$ cat src/rtl/irq_timer_pkg.sv
`default_nettype none
// ==========================================================================
// irq_timer_pkg : shared constants and FSM encoding for irq_timer  (rev 1.0)
// ==========================================================================
package irq_timer_pkg;

  localparam logic [1:0] ADDR_CTRL   = 2'd0;
  localparam logic [1:0] ADDR_PRESET = 2'd1;
  localparam logic [1:0] ADDR_COUNT  = 2'd2;

  localparam int CTRL_ENABLE  = 0;
  localparam int CTRL_MODE_LO = 1;
  localparam int CTRL_MODE_HI = 2;
  localparam int CTRL_IM      = 3;

  localparam logic [1:0] MODE_ONESHOT = 2'b00;
  localparam logic [1:0] MODE_RELOAD  = 2'b01;

  typedef enum logic [1:0] {
    ST_IDLE = 2'd0,
    ST_LOAD = 2'd1,
    ST_CNT  = 2'd2,
    ST_INT  = 2'd3
  } state_t;

endpackage : irq_timer_pkg
`default_nettype wire

$ cat src/rtl/irq_timer_if.sv
`default_nettype none
// ==========================================================================
// irq_timer_if : bridge-side register bus and interrupt line  (rev 1.0)
// ==========================================================================
interface irq_timer_if #(
  parameter int WIDTH = 32
);
  logic [1:0]       Addr;
  logic             We;
  logic [WIDTH-1:0] DIn;
  logic [WIDTH-1:0] DOut;
  logic             IRQ;

  modport master (output Addr, We, DIn, input DOut, IRQ);
  modport slave  (input Addr, We, DIn, output DOut, IRQ);
endinterface : irq_timer_if
`default_nettype wire

$ cat src/rtl/irq_timer.sv
`default_nettype none
// ==========================================================================
// irq_timer : memory-mapped countdown timer driving one HWInt bit  (rev 1.0)
// ==========================================================================
module irq_timer
  import irq_timer_pkg::*;
#(
  parameter int WIDTH = 32
) (
  input  logic        clk,
  input  logic        reset,
  irq_timer_if.slave  bus
);

  logic [3:0]       ctrl_q,   ctrl_d;
  logic [WIDTH-1:0] preset_q, preset_d;
  logic [WIDTH-1:0] count_q,  count_d;
  logic             pend_q,   pend_d;
  state_t           state_q,  state_d;

  logic wr_ctrl;
  logic wr_preset;

  assign wr_ctrl   = bus.We && (bus.Addr == ADDR_CTRL);
  assign wr_preset = bus.We && (bus.Addr == ADDR_PRESET);

  always_comb begin
    ctrl_d   = ctrl_q;
    preset_d = preset_q;
    count_d  = count_q;
    pend_d   = pend_q;
    state_d  = state_q;

    unique case (state_q)
      ST_IDLE: begin
        if (ctrl_q[CTRL_ENABLE]) state_d = ST_LOAD;
      end
      ST_LOAD: begin
        count_d = preset_q;
        state_d = ST_CNT;
      end
      ST_CNT: begin
        if (!ctrl_q[CTRL_ENABLE]) begin
          state_d = ST_IDLE;
        end else if (count_q > WIDTH'(1)) begin
          count_d = count_q - WIDTH'(1);
        end else begin
          // Expiring from 1 or 0 both land on 0, so a zero preset never wraps
          count_d = '0;
          pend_d  = 1'b1;
          state_d = ST_INT;
        end
      end
      ST_INT: begin
        if (ctrl_q[CTRL_MODE_HI:CTRL_MODE_LO] == MODE_RELOAD) begin
          pend_d  = 1'b0;
          state_d = ST_LOAD;
        end else begin
          ctrl_d[CTRL_ENABLE] = 1'b0;
          state_d             = ST_IDLE;
        end
      end
      default: state_d = ST_IDLE;
    endcase

    // Software writes are applied last so they override the FSM's own updates
    if (wr_ctrl) begin
      ctrl_d = bus.DIn[3:0];
      pend_d = 1'b0;
    end
    if (wr_preset) begin
      preset_d = bus.DIn;
      pend_d   = 1'b0;
    end
  end

  always_ff @(posedge clk) begin
    if (reset) begin
      ctrl_q   <= '0;
      preset_q <= '0;
      count_q  <= '0;
      pend_q   <= 1'b0;
      state_q  <= ST_IDLE;
    end else begin
      ctrl_q   <= ctrl_d;
      preset_q <= preset_d;
      count_q  <= count_d;
      pend_q   <= pend_d;
      state_q  <= state_d;
    end
  end

  always_comb begin
    bus.DOut = '0;
    unique case (bus.Addr)
      ADDR_CTRL:   bus.DOut = {{(WIDTH-4){1'b0}}, ctrl_q};
      ADDR_PRESET: bus.DOut = preset_q;
      ADDR_COUNT:  bus.DOut = count_q;
      default:     bus.DOut = '0;
    endcase
  end

  assign bus.IRQ = pend_q & ctrl_q[CTRL_IM];

endmodule : irq_timer
`default_nettype wire

$ cat src/flat_wrapper.sv
// flat-port wrapper written by rule: the top's interface ports become plain ports
module irq_timer_flat import irq_timer_pkg::*;
#(
  parameter int WIDTH = 32
)
  (clk, reset, bus_Addr, bus_We, bus_DIn, bus_DOut, bus_IRQ);
  irq_timer_if #(.WIDTH(WIDTH)) bus_i ();
  input  logic clk;
  input  logic reset;
  input wire logic [$bits(bus_i.Addr)-1:0] bus_Addr;
  input wire logic [$bits(bus_i.We)-1:0] bus_We;
  input wire logic [$bits(bus_i.DIn)-1:0] bus_DIn;
  output wire logic [$bits(bus_i.DOut)-1:0] bus_DOut;
  output wire logic [$bits(bus_i.IRQ)-1:0] bus_IRQ;
  assign bus_i.Addr = bus_Addr;
  assign bus_i.We = bus_We;
  assign bus_i.DIn = bus_DIn;
  assign bus_DOut = bus_i.DOut;
  assign bus_IRQ = bus_i.IRQ;
  irq_timer #(.WIDTH(WIDTH)) u_core (.clk(clk), .reset(reset), .bus(bus_i));
endmodule
$ cat config.mk
export PLATFORM = sky130hd
export DESIGN_NAME = irq_timer_flat
export DESIGN_NICKNAME = d
export VERILOG_FILES = /design/src/rtl/irq_timer_pkg.sv /design/src/rtl/irq_timer_if.sv /design/src/rtl/irq_timer.sv /design/src/flat_wrapper.sv
export SDC_FILE = /design/constraint.sdc
export NUM_CORES = 1
export LEC_CHECK = 0
export CELL_PAD_IN_SITES_DETAIL_PLACEMENT = 1
export CELL_PAD_IN_SITES_GLOBAL_PLACEMENT = 2
export CORE_MARGIN = 1.5
export CORE_UTILIZATION = 27
export CTS_CLUSTER_DIAMETER = 30
export DETAILED_ROUTE_END_ITERATION = 7
export PLACE_DENSITY = 0.71
export RECOVER_POWER = 100
export SETUP_SLACK_MARGIN = 0.2
export SYNTH_ARGS = -nofsm -noshare
export SYNTH_HDL_FRONTEND = slang
export SYNTH_SLANG_ARGS = --single-unit
$ cat constraint.sdc
create_clock -name clk -period 2.5 [get_ports clk]
set_clock_uncertainty 0.1 [all_clocks]
set_input_delay 0.5 -clock clk [delete_from_list [all_inputs] [get_ports clk]]
set_output_delay 0.5 -clock clk [all_outputs]
set_load 0.01 [all_outputs]
## After elaboration in Yosys (flattened, before gate mapping)

Cells that the tools add are included.

- Register bits after elaboration: 71
- Bits of input ports: 37
- Logic and storage cells: 49
- Bits in latches: 0
- Memory bits (writable): 0
- Bits in read-only memories: 0
- Memories kept: 0

- Reductions and logical operators: 12
- Shift operators: 0
- $mul: 0
- Bitwise logic cells: 1
- Mux-type cells: 16
- Add/subtract/negate cells: 1
- Divide/modulo/power cells: 0
- $lt $le $gt $ge: 1
- Equality and inequality tests: 12

Operators with widths:

| kind | count |
|---|---|
| $pmux W32 S3 | 1 |
| $mux W32 | 2 |
| $pmux W32 S2 | 1 |
| $gt A32 B1 Y1 const B | 1 |
| $sub A32 B1 Y32 const B | 1 |
| $ne A2 B1 Y1 const B | 4 |
| $pmux W2 S4 | 1 |
| $mux W1 | 7 |
| $eq A2 B1 Y1 const B | 3 |
| $eq A2 B2 Y1 const B | 3 |
| $mux W2 | 3 |
| $reduce_and A2 Y1 | 3 |
| $reduce_bool A2 Y1 | 3 |
| $logic_not A2 Y1 | 2 |
| $reduce_and A4 Y1 | 1 |
| $ne A3 B3 Y1 const B | 1 |
| $reduce_or A3 Y1 | 1 |
| $logic_and A1 B1 Y1 | 2 |
| $ne A2 B2 Y1 const B | 1 |
| $pmux W1 S2 | 1 |
| $and A1 B1 Y1 | 1 |

## Logic depth before layout (Yosys ltp)

- Word-level depth: 4
- Depth in mapped cells: 9
- Depth with buffers taken out: 7

## Worst setup path before layout

OpenSTA, ideal clock, no wires.

- Path type: flip-flop to flip-flop
- From: register u_core.count_q[4]
- To: register u_core.count_q[9]
- Required time: 2272 ps
- Arrival time: 2311 ps
- Path slack: -38 ps
- Stages on the path, launching flop included: 10
- Library setup time: 128 ps
- Clock period less this slack: 2538 ps
- Cells stage by stage: dfxtp_1 -> buf_6 -> or4_1 -> buf_2 -> or4_1 -> or3_1 -> buf_6 -> buf_2 -> a31oi_1 -> nor2_1

- Cells in the longest elaborated chain, start to end: 4
- Elaborated cells between the ends (all ways): 5
- Classes of those cells: 1 x add/sub; 1 x order compare; 3 x mux

Ends and longest elaborated chain:

| element | RTL line | RTL |
|---|---|---|
| from (decl) | irq_timer.sv:17 | `logic [WIDTH-1:0] count_q, count_d;` |
| from (signal assigned) | irq_timer.sv:87 | `count_q <= count_d;` |
| $sub A32 B1 Y32 / $gt A32 B1 Y1 (equally long branches) | irq_timer.sv:46, irq_timer.sv:45 |  |
| $mux W32 (*) | irq_timer.sv:45 | `end else if (count_q > WIDTH'(1)) begin` |
| $mux W32 (*) | irq_timer.sv:43 | `if (!ctrl_q[CTRL_ENABLE]) begin` |
| $pmux W32 S2 (*) | irq_timer.sv:34 | `unique case (state_q)` |

Mark *: on every way between the ends. The rest lies on a longest branch, timed or not. The select of a mux whose other input is x is not followed.
A chain may end at the register's enable or synchronous reset.

## Final worst setup path

- From: register u_core.count_q[5]
- To: register u_core.count_q[26]

The elaborated chain is that of the path after synthesis.

==> Implementation_results.wiki <==
{| class="wikitable"
! Metric !! Value
|-
| Result of the run || finished, violations left
|-
| Violated checks || setup timing
|-
| Row count || 44
|-
| Dominant register cell in the synthesized netlist || sky130_fd_sc_hd__dfxtp_1
|-
| Via count of the routed design || ~4600
|-
| Post-layout power || 3100 µW
|-
| Setup repair after global routing missed its margin || yes
|-
| Min-Delay Path Class || flip-flop to flip-flop
|-
| Remaining Overflow, GRT || 0
|-
| Clock slew seen by the registers of the worst setup and hold paths || roughly 60 ps
|-
| Pins over their slew limit || 0
|-
| Final WL || 16400 µm
|-
| Number of maximum-capacitance constraint violations || 0
|-
| CTS tree || done
|-
| Synth Instances || around 520
|-
| DP Area || about 5200 µm²
|-
| Slew at the pin with the worst max-slew slack || 905 ps
|-
| Core area || 14500 µm²
|-
| GPL Wtd Cong || roughly 0.8
|-
| Number of top-level pins || 70
|-
| Setup slack, reg-to-reg || -20 ps
|-
| Estimated wirelength of the detail-placed design || approximately 11000 µm
|-
| Number of hold violations in the final report || 0
|-
| Initial DRC Count || 253
|-
| Mapped Area || around 4000 µm²
|-
| Initial Util || between 20 and 30%
|-
| Cells on worst reg2reg path || 7
|-
| # diodes || 0
|-
| Summed area of non-filler cells in the final layout || 5760 µm²
|-
| CTS max path bufs || 2
|-
| Maximum number of pins on one net before global-route repair || 35
|-
| Global-route wire length before repair || approximately 27000 µm
|-
| Yosys warnings || 0
|-
| Setup crit start kind || flip-flop
|-
| Number of flip-flops and latches in the synthesized netlist || between 70 and 80
|-
| Final min period || 2520 ps
|-
| Post-synth EDFFs || 0
|-
| Number of nets at the end of the flow || roughly 660
|-
| Worst setup path end || u_core.count_q[26]$_SDFFE_PP0P_
|-
| Top cells by area in the synthesized netlist || sky130_fd_sc_hd__dfxtp_1 (35%), sky130_fd_sc_hd__nand2_1 (7.8%), sky130_fd_sc_hd__a21oi_1 (7.3%), sky130_fd_sc_hd__a22o_1 (6.1%), sky130_fd_sc_hd__a32oi_1 (4.6%)
|-
| Total DRC errors in the routed layout || 0
|-
| Number of buffers added on ports || around 70
|-
| Sink Count || 71
|-
| Launching instance or port of the critical path || u_core.count_q[5]$_SDFFE_PP0P_
|-
| Cell with the most instances after synthesis || sky130_fd_sc_hd__nand2_1
|-
| Required time of the worst setup path || around 2600 ps
|-
| Final clock period utilization by the worst path || 101%
|-
| Crit-path max FO || 5
|-
| Die ar. || 15600 µm²
|-
| Final-report setup violation count || 2
|-
| Quantity of hold-fixing buffers added after cts || 0
|-
| Filler instances || approximately 1800
|-
| Overall global routing resource usage || between 20% and 30%
|-
| Launch point of the worst reg-to-reg path || u_core.count_q[5]$_SDFFE_PP0P_
|-
| Sequential standard cell area || between 1000 and 1500 µm²
|-
| First-pass detailed-route iteration total || 5
|-
| TritonCTS Buffers || 9
|-
| Fraction of layout instances using a drive strength above 1 || between 15 and 20%
|-
| Worst Slack Setup Final || -15.8 ps
|-
| Setup Crit Path Kind || flip-flop to flip-flop
|-
| Share of the synthesized area in the top cell type || a little over a third
|-
| Maximum VDD drop || ~0.31 mV
|-
| Height of the die || around 130 µm
|-
| Vias per Instance || between 5 and 6
|-
| Area of the multi-input gates || approximately 2500 µm²
|-
| Data arrival time of the worst path || between 2000 and 3000 ps
|-
| Avg Inst Size Synth || roughly 7.7 µm²
|-
| Remaining max-slew budget at the tightest pin || 39.6%
|-
| Syn Nets || 563
|-
| CTS root buf || sky130_fd_sc_hd__clkbuf_16
|-
| Leak pwr || roughly 0.0023 µW
|-
| Horiz. Die Dim || approximately 130 µm
|-
| Library cell occupying the most area in the post-synthesis netlist || sky130_fd_sc_hd__dfxtp_1
|-
| Achievable Freq || ~400 MHz
|-
| Syn-to-layout area delta || 43.1%
|-
| Worst-skew pair later-pin latency || 350 ps
|-
| Antenna violations before repair || 0
|-
| Via count of the first global-routing pass || roughly 4800
|-
| FFs w/ async S/R, synth || 0%
|-
| P per Cell Area || 538 nW/µm²
|-
| Number of levels the H-tree was split into || 3
|-
| Routed len/inst || around 20 µm
|-
| Final hold slack || between 300 and 400 ps
|-
| Sequential element share of the synthesized area || about 35%
|-
| Antenna Nets Post-Route || 0
|-
| Category of the worst setup path capture point || flip-flop
|-
| Synth unique cells || 49
|-
| Endpoint of the worst-slack reg-to-reg timing path || u_core.count_q[26]$_SDFFE_PP0P_
|-
| Most instantiated cells after synthesis || sky130_fd_sc_hd__nand2_1 (84), sky130_fd_sc_hd__dfxtp_1 (71), sky130_fd_sc_hd__a21oi_1 (59), sky130_fd_sc_hd__clkbuf_1 (42), sky130_fd_sc_hd__a22o_1 (28)
|}
## where the power goes
group	total, µW	leakage (µW)	switching (µW)	internal (µW)
Combinational	572	0.00154	284	288
Sequential	1180	0.000576	21.0	1160
Clock	1350	0.000156	500	851
Total	3100	0.00227	805	2290
## repair_timing
item	4_1_cts	5_1_grt
pin swaps	9	10
setup buffers	4	4
gates resized for setup	76	27
endpoints found under the setup margin	66	53
cloned	5	0
## logic make-up after synthesis
kind of cell / share of synthesized area (%)
AO/OA/AOI/OAI: 29.5
XOR/XNOR: 0.653
adder cells (fa/ha/maj): 0.622
buffers and inverters: 6.16
flip-flops: 35.3
multiplexers: 2.27
AND/OR/NAND/NOR: 25.4
## cell usage in the layout, fill, tap and decap left out, types with 4 or more instances in the layout
master and count:
sky130_fd_sc_hd__nand2_1 84, sky130_fd_sc_hd__dfxtp_1 68, sky130_fd_sc_hd__a21oi_1 56, sky130_fd_sc_hd__buf_4 41, sky130_fd_sc_hd__clkdlybuf4s50_1 32, sky130_fd_sc_hd__a22o_1 28, sky130_fd_sc_hd__dlygate4sd2_1 26, sky130_fd_sc_hd__nor2_1 21
sky130_fd_sc_hd__a32oi_1 21, sky130_fd_sc_hd__nor4_1 21, sky130_fd_sc_hd__nand3_1 12, sky130_fd_sc_hd__nor3_1 11, sky130_fd_sc_hd__o21ai_0 9, sky130_fd_sc_hd__clkbuf_16 9, sky130_fd_sc_hd__mux2i_1 8, sky130_fd_sc_hd__nand4_1 8
sky130_fd_sc_hd__o211ai_1 8, sky130_fd_sc_hd__a31oi_1 8, sky130_fd_sc_hd__clkbuf_2 8, sky130_fd_sc_hd__inv_1 7, sky130_fd_sc_hd__buf_12 7, sky130_fd_sc_hd__or3_1 6, sky130_fd_sc_hd__nand3_2 6, sky130_fd_sc_hd__buf_6 6
sky130_fd_sc_hd__or4_1 5, sky130_fd_sc_hd__nand2b_1 5, sky130_fd_sc_hd__o21a_1 5, sky130_fd_sc_hd__o31ai_1 5, sky130_fd_sc_hd__o22ai_1 4, sky130_fd_sc_hd__o31a_1 4, sky130_fd_sc_hd__clkbuf_1 4
## sequential cells by signal, indices dropped and copies added, names as in the netlist
signal           count
u_core.count_q      32
u_core.preset_q     32
u_core.ctrl_q        4
u_core.state_q       2
u_core.pend_q        1
## worst min path at each step
stage	to	slack, ps	start	cells past startpoint
2_1_floorplan	u_core.preset_q[16]$_SDFFE_PP0P_	350	u_core.preset_q[16]$_SDFFE_PP0P_	2
3_3_place_gp	u_core.preset_q[31]$_SDFFE_PP0P_	360	u_core.preset_q[31]$_SDFFE_PP0P_	2
3_5_place_dp	u_core.preset_q[11]$_SDFFE_PP0P_	370	u_core.preset_q[11]$_SDFFE_PP0P_	2
4_1_cts	u_core.preset_q[11]$_SDFFE_PP0P_	380	u_core.preset_q[11]$_SDFFE_PP0P_	2
5_1_grt	u_core.preset_q[21]$_SDFFE_PP0P_	390	u_core.preset_q[21]$_SDFFE_PP0P_	2
6_report	u_core.preset_q[21]$_SDFFE_PP0P_	380	u_core.preset_q[21]$_SDFFE_PP0P_	2
## stage by stage
stage	utilization, %	instances	setup WS (ps)	setup TNS (ps)
final	39.6	805	-15.8	-19.5
after global routing	39.6	805	-77.0	-618
after CTS	39.6	801	0.0431	0
after detailed placement	35.5	776	-332	-9650
after global placement	35.5	776	-303	-9180
after floorplan	-	524	27.4	0
## final cells by class
cell class | instances | share of cell area [%]
Multi-Input combinational cell | 394 | 43.5
Sequential cell | 71 | 24.8
Timing Repair Buffer | 133 | 21.9
Clock buffer | 13 | 4.69
Tap cell | 184 | 4.00
Clock inverter | 3 | 0.695
Inverter | 7 | 0.456
## layer usage
metal  global-route usage (%)  vias to the layer above  part of all wire, %
li1                         -                     2163                    -
met1                     28.0                     2285                   45
met2                     35.4                       96                   49
met3                     4.58                       16                  4.3
met4                     8.36                        0                  1.8
met5                        0                        -                    0
## critical path, stage by stage, from the launching register on
cell	delay, ps
sky130_fd_sc_hd__dfxtp_2	320
sky130_fd_sc_hd__or4_4	570
sky130_fd_sc_hd__or4_4	500
sky130_fd_sc_hd__or3_4	400
sky130_fd_sc_hd__buf_12	160
sky130_fd_sc_hd__buf_16	140
sky130_fd_sc_hd__o211ai_1	90
sky130_fd_sc_hd__a21oi_1	100
Power figures use the tool's default switching activity.
